==> src/rtl/apb_slave_mux_n_pkg.sv <==
// rtl/apb_slave_mux_n_pkg.sv - shared state encoding, decode helper and default widths for the APB fan-out
package apb_mux_pkg;

  localparam int N_SLV_DEF   = 4;
  localparam int SEL_WD_DEF  = 2;
  localparam int ADDR_WD_DEF = 32;
  localparam int DATA_WD_DEF = 32;
  localparam int STRB_WD_DEF = 4;
  localparam int PROT_WD_DEF = 3;
  localparam int TMO_CYC_DEF = 255;

  typedef enum logic [1:0] {
    IDLE   = 2'd0,
    ACCESS = 2'd1,
    ERR    = 2'd2
  } apb_mux_state_e;

  localparam logic [1:0] ST_IDLE   = IDLE;
  localparam logic [1:0] ST_ACCESS = ACCESS;
  localparam logic [1:0] ST_ERR    = ERR;

  function automatic logic idx_mapped(input int idx, input int n_slv);
    return idx < n_slv;
  endfunction

endpackage

==> src/rtl/apb_slave_mux_n_if.sv <==
// rtl/apb_slave_mux_n_if.sv - upstream APB port plus N-way downstream APB bundle of the fan-out stage
interface apb_slave_mux_n_if #(
  parameter int N_SLV   = 4,
  parameter int ADDR_WD = 32,
  parameter int DATA_WD = 32,
  parameter int STRB_WD = 4,
  parameter int PROT_WD = 3
);

  logic                     b_psel;
  logic                     b_penable;
  logic                     b_pwrite;
  logic [ADDR_WD-1:0]       b_paddr;
  logic [DATA_WD-1:0]       b_pwdata;
  logic [PROT_WD-1:0]       b_pprot;
  logic [STRB_WD-1:0]       b_pstrb;
  logic [DATA_WD-1:0]       b_prdata;
  logic                     b_pready;
  logic                     b_pslverr;

  logic [N_SLV-1:0]         m_psel;
  logic                     m_penable;
  logic                     m_pwrite;
  logic [ADDR_WD-1:0]       m_paddr;
  logic [DATA_WD-1:0]       m_pwdata;
  logic [PROT_WD-1:0]       m_pprot;
  logic [STRB_WD-1:0]       m_pstrb;
  logic [N_SLV*DATA_WD-1:0] m_prdata;
  logic [N_SLV-1:0]         m_pready;
  logic [N_SLV-1:0]         m_pslverr;

  // The mux is the completer toward the bridge and the requester toward the slaves.
  modport slave (
    input  b_psel, b_penable, b_pwrite, b_paddr, b_pwdata, b_pprot, b_pstrb,
    output b_prdata, b_pready, b_pslverr,
    output m_psel, m_penable, m_pwrite, m_paddr, m_pwdata, m_pprot, m_pstrb,
    input  m_prdata, m_pready, m_pslverr
  );

  modport master (
    output b_psel, b_penable, b_pwrite, b_paddr, b_pwdata, b_pprot, b_pstrb,
    input  b_prdata, b_pready, b_pslverr,
    input  m_psel, m_penable, m_pwrite, m_paddr, m_pwdata, m_pprot, m_pstrb,
    output m_prdata, m_pready, m_pslverr
  );

endinterface

==> src/rtl/apb_slave_mux_n_tmo_cnt.sv <==
// rtl/apb_slave_mux_n_tmo_cnt.sv - access-phase wait counter that raises an abort once TMO_CYC waits have elapsed
module apb_mux_tmo_cnt #(
  parameter int TMO_CYC = 255
) (
  input  logic clk_i,
  input  logic rst_i,
  input  logic clr_i,
  input  logic en_i,
  output logic abort_o
);

  localparam int CNT_WD = $clog2(TMO_CYC + 1);
  localparam logic [CNT_WD-1:0] CNT_MAX = CNT_WD'(TMO_CYC);

  logic [CNT_WD-1:0] cnt_q, cnt_d;
  logic              at_max;

  assign at_max  = (cnt_q == CNT_MAX);
  // Abort only on a still-waiting cycle; a ready in the same cycle masks en_i upstream.
  assign abort_o = en_i && at_max;

  always_comb begin
    cnt_d = cnt_q;
    if (clr_i) begin
      cnt_d = '0;
    end else if (en_i && !at_max) begin
      cnt_d = cnt_q + CNT_WD'(1);
    end
  end

  always_ff @(posedge clk_i) begin
    if (rst_i) begin
      cnt_q <= '0;
    end else begin
      cnt_q <= cnt_d;
    end
  end

endmodule

==> src/rtl/apb_slave_mux_n.sv <==
// rtl/apb_slave_mux_n.sv - APB 1:N fan-out with latched slave decode; APB_MUX_TIMEOUT_EN adds hung-slave abort
module apb_slave_mux_n
  import apb_mux_pkg::*;
#(
  parameter int N_SLV   = N_SLV_DEF,
  parameter int SEL_WD  = SEL_WD_DEF,
  parameter int ADDR_WD = ADDR_WD_DEF,
  parameter int DATA_WD = DATA_WD_DEF,
  parameter int STRB_WD = STRB_WD_DEF,
  parameter int PROT_WD = PROT_WD_DEF,
  parameter int TMO_CYC = TMO_CYC_DEF
) (
  input  logic             b_pclk,
  input  logic             b_prst,
  apb_slave_mux_n_if.slave bus
);

  if (N_SLV < 1 || N_SLV > 16 || (1 << SEL_WD) < N_SLV || TMO_CYC < 1) begin : g_bad_cfg
    $error("apb_slave_mux_n: illegal parameter set");
  end

  logic [1:0]         state_q, state_d;
  logic [SEL_WD-1:0]  sel_q, sel_d;
  logic               map_q, map_d;

  logic [SEL_WD-1:0]  idx;
  logic               mapped;
  logic               in_access;
  logic               slv_rdy;
  logic               slv_err;
  logic [DATA_WD-1:0] slv_rdata;
  logic               tmo_abort;

  logic [N_SLV-1:0]   psel;
  logic               penable;
  logic               pready;
  logic               pslverr;
  logic [DATA_WD-1:0] prdata;

  assign idx    = bus.b_paddr[ADDR_WD-1 -: SEL_WD];
  assign mapped = idx_mapped(int'(idx), N_SLV);

  // Response mux keyed on the latched index so upstream address changes mid-transfer are ignored.
  assign in_access = (state_q == ST_ACCESS) && map_q;
  assign slv_rdy   = bus.m_pready[sel_q];
  assign slv_err   = bus.m_pslverr[sel_q];
  assign slv_rdata = bus.m_prdata[sel_q*DATA_WD +: DATA_WD];

`ifdef APB_MUX_TIMEOUT_EN
  apb_mux_tmo_cnt #(
    .TMO_CYC (TMO_CYC)
  ) u_tmo (
    .clk_i   (b_pclk),
    .rst_i   (b_prst),
    .clr_i   (!in_access),
    .en_i    (in_access && bus.b_psel && bus.b_penable && !slv_rdy),
    .abort_o (tmo_abort)
  );
`else
  assign tmo_abort = 1'b0;
`endif

  always_comb begin
    state_d = state_q;
    sel_d   = sel_q;
    map_d   = map_q;
    psel    = '0;
    penable = 1'b0;
    pready  = 1'b0;
    pslverr = 1'b0;
    prdata  = '0;
    case (state_q)
      ST_IDLE: begin
        if (bus.b_psel && !bus.b_penable) begin
          sel_d = idx;
          map_d = mapped;
          if (mapped) begin
            psel[idx] = 1'b1;
            state_d   = ST_ACCESS;
          end else begin
            state_d = ST_ERR;
          end
        end else if (bus.b_psel && bus.b_penable) begin
          // Enable without a setup phase: error it out locally, never reach a slave.
          pready  = 1'b1;
          pslverr = 1'b1;
        end
      end
      ST_ACCESS: begin
        if (!bus.b_psel || !map_q) begin
          state_d = ST_IDLE;
        end else begin
          psel[sel_q] = 1'b1;
          penable     = bus.b_penable;
          if (slv_rdy) begin
            pready  = 1'b1;
            pslverr = slv_err;
            prdata  = slv_rdata;
            state_d = ST_IDLE;
          end else if (tmo_abort) begin
            pready  = 1'b1;
            pslverr = 1'b1;
            state_d = ST_IDLE;
          end
        end
      end
      ST_ERR: begin
        if (bus.b_psel) begin
          pready  = 1'b1;
          pslverr = 1'b1;
        end
        state_d = ST_IDLE;
      end
      default: begin
        state_d = ST_IDLE;
      end
    endcase
  end

  always_ff @(posedge b_pclk) begin
    if (b_prst) begin
      state_q <= ST_IDLE;
      sel_q   <= '0;
      map_q   <= 1'b0;
    end else begin
      state_q <= state_d;
      sel_q   <= sel_d;
      map_q   <= map_d;
    end
  end

  assign bus.m_psel    = psel;
  assign bus.m_penable = penable;
  assign bus.m_pwrite  = bus.b_pwrite;
  assign bus.m_paddr   = bus.b_paddr;
  assign bus.m_pwdata  = bus.b_pwdata;
  assign bus.m_pprot   = bus.b_pprot;
  assign bus.m_pstrb   = bus.b_pstrb;

  assign bus.b_pready  = pready;
  assign bus.b_pslverr = pslverr;
  assign bus.b_prdata  = prdata;

endmodule
==> src/flat_wrapper.sv <==
// flat-port wrapper written by rule: the top's interface ports become plain ports
module apb_slave_mux_n_flat import apb_mux_pkg::*;
#(
  parameter int N_SLV   = N_SLV_DEF,
  parameter int SEL_WD  = SEL_WD_DEF,
  parameter int ADDR_WD = ADDR_WD_DEF,
  parameter int DATA_WD = DATA_WD_DEF,
  parameter int STRB_WD = STRB_WD_DEF,
  parameter int PROT_WD = PROT_WD_DEF,
  parameter int TMO_CYC = TMO_CYC_DEF
)
  (b_pclk, b_prst, bus_b_psel, bus_b_penable, bus_b_pwrite, bus_b_paddr, bus_b_pwdata, bus_b_pprot, bus_b_pstrb, bus_b_prdata, bus_b_pready, bus_b_pslverr, bus_m_psel, bus_m_penable, bus_m_pwrite, bus_m_paddr, bus_m_pwdata, bus_m_pprot, bus_m_pstrb, bus_m_prdata, bus_m_pready, bus_m_pslverr);
  apb_slave_mux_n_if #(.N_SLV(N_SLV), .ADDR_WD(ADDR_WD), .DATA_WD(DATA_WD), .STRB_WD(STRB_WD), .PROT_WD(PROT_WD)) bus_i ();
  input  logic b_pclk;
  input  logic b_prst;
  input wire logic [$bits(bus_i.b_psel)-1:0] bus_b_psel;
  input wire logic [$bits(bus_i.b_penable)-1:0] bus_b_penable;
  input wire logic [$bits(bus_i.b_pwrite)-1:0] bus_b_pwrite;
  input wire logic [$bits(bus_i.b_paddr)-1:0] bus_b_paddr;
  input wire logic [$bits(bus_i.b_pwdata)-1:0] bus_b_pwdata;
  input wire logic [$bits(bus_i.b_pprot)-1:0] bus_b_pprot;
  input wire logic [$bits(bus_i.b_pstrb)-1:0] bus_b_pstrb;
  output wire logic [$bits(bus_i.b_prdata)-1:0] bus_b_prdata;
  output wire logic [$bits(bus_i.b_pready)-1:0] bus_b_pready;
  output wire logic [$bits(bus_i.b_pslverr)-1:0] bus_b_pslverr;
  output wire logic [$bits(bus_i.m_psel)-1:0] bus_m_psel;
  output wire logic [$bits(bus_i.m_penable)-1:0] bus_m_penable;
  output wire logic [$bits(bus_i.m_pwrite)-1:0] bus_m_pwrite;
  output wire logic [$bits(bus_i.m_paddr)-1:0] bus_m_paddr;
  output wire logic [$bits(bus_i.m_pwdata)-1:0] bus_m_pwdata;
  output wire logic [$bits(bus_i.m_pprot)-1:0] bus_m_pprot;
  output wire logic [$bits(bus_i.m_pstrb)-1:0] bus_m_pstrb;
  input wire logic [$bits(bus_i.m_prdata)-1:0] bus_m_prdata;
  input wire logic [$bits(bus_i.m_pready)-1:0] bus_m_pready;
  input wire logic [$bits(bus_i.m_pslverr)-1:0] bus_m_pslverr;
  assign bus_i.b_psel = bus_b_psel;
  assign bus_i.b_penable = bus_b_penable;
  assign bus_i.b_pwrite = bus_b_pwrite;
  assign bus_i.b_paddr = bus_b_paddr;
  assign bus_i.b_pwdata = bus_b_pwdata;
  assign bus_i.b_pprot = bus_b_pprot;
  assign bus_i.b_pstrb = bus_b_pstrb;
  assign bus_b_prdata = bus_i.b_prdata;
  assign bus_b_pready = bus_i.b_pready;
  assign bus_b_pslverr = bus_i.b_pslverr;
  assign bus_m_psel = bus_i.m_psel;
  assign bus_m_penable = bus_i.m_penable;
  assign bus_m_pwrite = bus_i.m_pwrite;
  assign bus_m_paddr = bus_i.m_paddr;
  assign bus_m_pwdata = bus_i.m_pwdata;
  assign bus_m_pprot = bus_i.m_pprot;
  assign bus_m_pstrb = bus_i.m_pstrb;
  assign bus_i.m_prdata = bus_m_prdata;
  assign bus_i.m_pready = bus_m_pready;
  assign bus_i.m_pslverr = bus_m_pslverr;
  apb_slave_mux_n #(.N_SLV(N_SLV), .SEL_WD(SEL_WD), .ADDR_WD(ADDR_WD), .DATA_WD(DATA_WD), .STRB_WD(STRB_WD), .PROT_WD(PROT_WD), .TMO_CYC(TMO_CYC)) u_core (.b_pclk(b_pclk), .b_prst(b_prst), .bus(bus_i));
endmodule
==> config.mk <==
export PLATFORM = sky130hd
export DESIGN_NAME = apb_slave_mux_n_flat
export DESIGN_NICKNAME = d
export VERILOG_FILES = /design/src/rtl/apb_slave_mux_n_pkg.sv /design/src/rtl/apb_slave_mux_n_if.sv /design/src/rtl/apb_slave_mux_n_tmo_cnt.sv /design/src/rtl/apb_slave_mux_n.sv /design/src/flat_wrapper.sv
export SDC_FILE = /design/constraint.sdc
export NUM_CORES = 1
export LEC_CHECK = 0
export CAP_MARGIN = 40
export CORE_AREA = 2 2 124 126
export DETAILED_ROUTE_END_ITERATION = 8
export DIE_AREA = 0 0 126 128
export SYNTH_ARGS = -nofsm -noshare
export SYNTH_HDL_FRONTEND = slang
export SYNTH_SLANG_ARGS = --single-unit
==> constraint.sdc <==
create_clock -name b_pclk -period 4.7 [get_ports b_pclk]
set_input_delay 0.705 -clock b_pclk [delete_from_list [all_inputs] [get_ports b_pclk]]
set_output_delay 0.705 -clock b_pclk [all_outputs]
set_load 0.01 [all_outputs]
==> qor.tcl, run 1 <==
set qor(status) {complete, no violations}
set qor(seq_power_share_pct) 11.6
set qor(ir_worst_vdd_uv) 105
set qor(seq_area_frac_synth_pct) 4.33
set qor(insertion_delay_ns) 0.22
set qor(drt_wl_total_um) 9080
set qor(path_clk_slew_ns) 0.03
set qor(dieHeight_um) 128
set qor(max_cap_violations) 0
set qor(grt_start_max_net_pins) 36
set qor(routed_length_per_placed_instance_um) 19.0
set qor(finClkSkew_ns) 0.000941
set qor(grt_first_pass_wirelength_um) 12800
set qor(synth-warning-count) 0
set qor(post-cts-setup-buffer-count) 0
set qor(synth_top_area_cell) {mux4_2}
set qor(h-tree-depth) 1
set qor(fraction_of_power_spent_switching_nets_pct) 21.2
set qor(synthesis.instances) 187
set qor(hold-worst-slack_ns) 0.515
set qor(finish_stage_setup_viols) 0
set qor(numPortBuffers) 182
set qor(final_min_period_over_clock_period_pct) 79.9
set qor(min_period_ns) 3.76
set qor(floorplan.rows) 45
set qor(final_max_slew_viol_count) 0
set qor(drt_first_iter_violations) 64
set qor(post_synth_most_frequent_cells) {buf_4, and3_1, mux4_2}
set qor(clockPowerShare_pct) 34.6
set qor(fraction_of_final_layout_cells_sized_beyond_drive_strength_1_pct) 14.2
set qor(final.setup.tns_ns) 0
set qor(core_area_um2) 14900
set qor(intPower_uw) 296
set qor(die_outline_area_um2) 16100
set qor(mappedNetlistNets) 399
set qor(tritoncts) {built}
set qor(globalRouteOverflowTotal) 0
set qor(achievable-frequency_mhz) 266
set qor(end_kind) {output pin}
set qor(power.net_switching_uw) 79.8
set qor(dr_total_vias) 1904
set qor(hold_violations) 0
set qor(synthMostInstantiatedCell) {buf_4}
set qor(i_o_pin_count) 323
set qor(yosys_register_bits) 4
set qor(dp_hpwl_um) 7910
set qor(power_uw) 376
set qor(synth.lib_cells_used.distinct) 22
set qor(drt_pre_antenna_iters) 6
set qor(cts_sinks) 4
set qor(layout-area-overhead-vs-synth_pct) 82.1
set qor(edff_count_synth) 0
set qor(cts_resized) 0
set qor(static-leakage-power_nw) 1.22
set qor(routed_via_density) 3.98
set qor(routability_congestion_estimate_from_global_placement) 0.782
set qor(worstPathArrival_ns) 3.05
set qor(synth_largest_type_area_fraction_pct) 38.9
set qor(synth.cell_area_um2) 1850
set qor(grt_setup_unrepaired) {no}
set qor(final_net_count) 502
set qor(power.combinational.fraction_pct) 53.9
set qor(crit_path_start_kind) {input port}
set qor(category_of_the_critical_setup_timing_path) {input port to output pin}
set qor(worst_slew_margin_rel_pct) 38.8
set qor(timing.hold.worst.class) {flip-flop to flip-flop}
set qor(cts_buffers) 3
set qor(grt_pass1_vias) 2120
set qor(initial_core_util_pct) 12.4
set qor(syn_avg_cell_area_um2) 9.90
set qor(required_ns) 3.99
set qor(cts-root-to-sink-buffers) 2
set qor(synth-main-ff-cell) {dfxtp_1}
set qor(cts-root-buf) {clkbuf_16}
set qor(grt_antenna_before_repair) 0
set qor(detail-route-antenna-nets) 0
set qor(fraction_of_synthesis_flops_using_an_asynchronous_set_or_reset_pin_pct) 0
set qor(postCtsHoldBufs) 0
set qor(track_usage_pct) 10.5
set qor(power_density_nw_per_um2) 112
set qor(die_width_um) 126
set qor(synth.area.top_cells) {mux4_2, buf_4, and3_1}
set qor(slew_at_the_pin_closest_to_its_max_slew_limit_ns) 0.919
set qor(worstPathMaxFanout) 27
set qor(drc) 0
set qor(fillCellCount) 1624
[cells in the final DEF (no fill, tap or decap)]
cell,synthesis,routed
clkdlybuf4s50_1,0,182
and3_1,33,33
mux4_2,32,32
nand2_1,9,9
nor2_1,5,5
nand3_1,4,4
clkbuf_16,0,3
buf_4,72,3
diode_2,0,2
mux4_1,2,2
a21oi_1,2,2
dfxtp_1,4,2
dfxtp_2,0,2
or3b_2,1,1
or3_1,1,1
o31ai_1,1,1
a22o_1,1,1
nor3b_1,1,1
o22ai_1,1,1
nand3b_1,1,1
and2_1,1,1
o21a_1,1,1
[state kept, by name, summed over array words and instances, names as in the netlist]
register / count
u_core.sel_q: 2
u_core.map_q: 1
u_core.state_q: 1
[path summary, 6_finish.rpt]
path / cells past startpoint / to / from / slack (ns)
max: 5 / bus_b_prdata[9] / bus_b_psel / 0.94
max reg2reg: 3 / u_core.state_q[0] / u_core.sel_q[0] / 2.67
min: 2 / u_core.map_q / u_core.map_q / 0.51
min reg2reg: 2 / u_core.map_q / u_core.map_q / 0.51
[kinds of logic (layout without fill, tap and decap cells)]
| group | after synthesis | after routing | synth area share, % |
|---|---|---|---|
| other | 0 | 2 | 0 |
| flip-flops | 4 | 4 | 4.33 |
| AO/OA/AOI/OAI | 6 | 6 | 2.16 |
| buffers and inverters | 87 | 188 | 34.7 |
| AND/OR/NAND/NOR | 56 | 56 | 17.0 |
| multiplexers | 34 | 34 | 41.8 |
[worst max-delay path: stages]
cell,delay [ns]
clkdlybuf4s50_1,0.53
and3_1,0.78
buf_4,0.31
and3_1,0.17
clkdlybuf4s50_1,0.54
[stage by stage]
stage	area, um2	utilization (%)	std cells	worst slack, ns
after floorplan	1850	-	187	2.39
after global placement	3290	22.1	473	1.00
after detailed placement	3290	22.1	473	0.933
after CTS	3370	22.6	476	0.929
after global routing	3370	22.6	476	0.798
final	3370	22.7	478	0.942
[area by class of cell]
cell class | count | area, um2 | area share (%)
flip-flops and latches | 4 | 82.6 | 2.45
clock buffers | 3 | 75.1 | 2.23
diodes | 2 | 5.00 | 0.148
multi-input cells | 96 | 1130 | 33.5
well taps | 188 | 235 | 6.98
repair buffers | 185 | 1840 | 54.7
[power groups by stage]
stage	clock network [mW]	logic, mW	registers (mW)
3_3_place_gp	0	0.202	0.0442
2_1_floorplan	0	0.135	0.0376
6_report	0.130	0.203	0.0436
5_1_grt	0.137	0.216	0.0448
4_1_cts	0.133	0.206	0.0439
3_5_place_dp	0	0.205	0.0444
[per-layer routing]
layer	vias up	wire [um]	GRT usage, %
li1	834	-	-
met1	885	2930	10.4
met2	153	4880	20.0
met3	32	1030	4.26
met4	0	245	3.49
met5	-	0	0
No activity file was read; power rests on OpenSTA's default activity.
==> inputs of run 2 (changes only) <==
Settings changed: CORE_AREA 2 2 124 126 to 2 2 127 129, DIE_AREA 0 0 126 128 to 0 0 129 131.
Clock period 4.7 ns to 3.5 ns, I/O delays scaled along.
==> run 2 against run 1 <==
Net effect:
- clock-buffer cell count unchanged
- setup slack worse by 0.50 ns
- sequential share of layout area about the same
- critical path depth down 1
- clock power up 37%
- highest routed layer unchanged
==> qor.tcl, run 2 (synthesis results as in run 1) <==
set qor(status) {complete, no violations}
set qor(cts-root-to-sink-buffers) 2
set qor(dieHeight_um) 131
set qor(worst_slew_margin_rel_pct) 56.2
set qor(max_cap_violations) 0
set qor(insertion_delay_ns) 0.22
set qor(largest_register_ffs) 2
set qor(routability_congestion_estimate_from_global_placement) 0.772
set qor(achievable-frequency_mhz) 327
set qor(min_period_ns) 3.05
set qor(cts-root-buf) {clkbuf_16}
set qor(die_width_um) 129
set qor(required_ns) 2.97
set qor(fraction_of_final_layout_cells_sized_beyond_drive_strength_1_pct) 14.8
set qor(cts_sinks) 4
set qor(postCtsHoldBufs) 0
set qor(dr_total_vias) 1896
set qor(cts_buffers) 3
set qor(gr-max-usage-layer) {met2}
set qor(routed_length_per_placed_instance_um) 15.4
set qor(worstPathMaxFanout) 35
set qor(tritoncts) {built}
set qor(die_outline_area_um2) 16900
set qor(final_max_slew_viol_count) 0
set qor(drt_pre_antenna_iters) 4
set qor(grt_setup_unrepaired) {no}
set qor(core_area_um2) 15600
set qor(largestRegisters) {u_core.sel_q: 2 flops, u_core.map_q: 1 flops, u_core.state_q: 1 flops}
set qor(met3_usage_in_global_routing_pct) 1.71
set qor(power_density_nw_per_um2) 149
set qor(i_o_pin_count) 323
set qor(finClkSkew_ns) 0.00232
set qor(worstPathArrival_ns) 2.53
set qor(numPortBuffers) 182
set qor(grt_pass1_vias) 1978
set qor(h-tree-depth) 1
set qor(dp_hpwl_um) 6340
set qor(grt_start_max_net_pins) 36
set qor(final_net_count) 504
set qor(routed_via_density) 3.74
set qor(path_clk_slew_ns) 0.03
set qor(grt_first_pass_wirelength_um) 11100
set qor(post-cts-setup-buffer-count) 0
set qor(initial_core_util_pct) 11.9
set qor(hold_violations) 0
set qor(slew_at_the_pin_closest_to_its_max_slew_limit_ns) 0.657
set qor(final.setup.tns_ns) 0
set qor(floorplan.rows) 46
set qor(layout.cells.most_common_list) {clkdlybuf4s50_1, and3_1, mux4_2}
set qor(globalRouteOverflowTotal) 0
set qor(finish_stage_setup_viols) 0
set qor(static-leakage-power_nw) 1.23
set qor(drt_wl_total_um) 7830
set qor(drt_first_iter_violations) 64
set qor(detail-route-antenna-nets) 0
set qor(cts_resized) 0
set qor(track_usage_pct) 8.47
set qor(global_route.usage.met1_pct) 9.85
set qor(drc) 0
set qor(layout-area-overhead-vs-synth_pct) 84.7
set qor(crit_path_start_kind) {input port}
set qor(layout.cells.most_common) {clkdlybuf4s50_1}
set qor(hold-worst-slack_ns) 0.513
set qor(met2_track_usage_gr_pct) 15.3
set qor(final_min_period_over_clock_period_pct) 87.2
set qor(ir_worst_vdd_uv) 145
set qor(end_kind) {output pin}
set qor(max_flop_register) {u_core.sel_q}
set qor(timing.hold.worst.class) {flip-flop to flip-flop}
set qor(grt_antenna_before_repair) 0
set qor(category_of_the_critical_setup_timing_path) {input port to output pin}
-- run 2: path summary, 6_finish.rpt --
path                    from                end  slack, ns  cells after the start
max reg2reg  u_core.sel_q[1]  u_core.state_q[0]       1.73                      3
max          bus_m_pready[2]    bus_b_prdata[6]       0.45                      4
min reg2reg     u_core.map_q       u_core.map_q       0.51                      2
min             u_core.map_q       u_core.map_q       0.51                      2
-- run 2: area by class of cell --
type                       count  area (um2)
multi-input combinational     96        1130
timing repair buffer         187        1860
tap                          216         270
sequential                     4        82.6
fill                        1696       12200
antenna                        1        2.50
clock buffer                   3        75.1
-- run 2: critical path, stage by stage --
cell,delay (ns)
clkdlybuf4s50_1,0.41
mux4_2,0.79
and3_1,0.31
clkdlybuf4s50_1,0.49
-- run 2: metrics by stage --
step	cell area, um2	power, mW	worst slack, ns	utilization, %	cells
6_report	3420	0.509	0.447	21.9	507
5_1_grt	3420	0.532	0.360	21.9	506
4_1_cts	3420	0.515	0.433	21.9	506
3_5_place_dp	3340	0.335	0.437	21.4	503
3_3_place_gp	3340	0.331	0.469	21.4	503
2_1_floorplan	1850	0.232	1.55	-	187
-- run 2: power by group --
| group | switching, mW | internal [mW] |
|---|---|---|
| Sequential | 0.00563 | 0.0486 |
| Clock | 0.0321 | 0.146 |
| Combinational | 0.0727 | 0.204 |
| Total | 0.110 | 0.399 |
-- run 2: layer usage --
layer / routed length, um / share of wire [%]
met1: 2900 / 37
met2: 4090 / 52
met3: 609 / 7.8
met4: 222 / 2.8
met5: 0 / 0
==> inputs of run 3 (changes only) <==
Settings changed: CTS_BUF_LIST set to sky130_fd_sc_hd__clkbuf_16, CTS_CLUSTER_DIAMETER set to 120.
==> results of run 3 <==
Same layout as run 2: the final DEF is identical, and so are final timing and power.
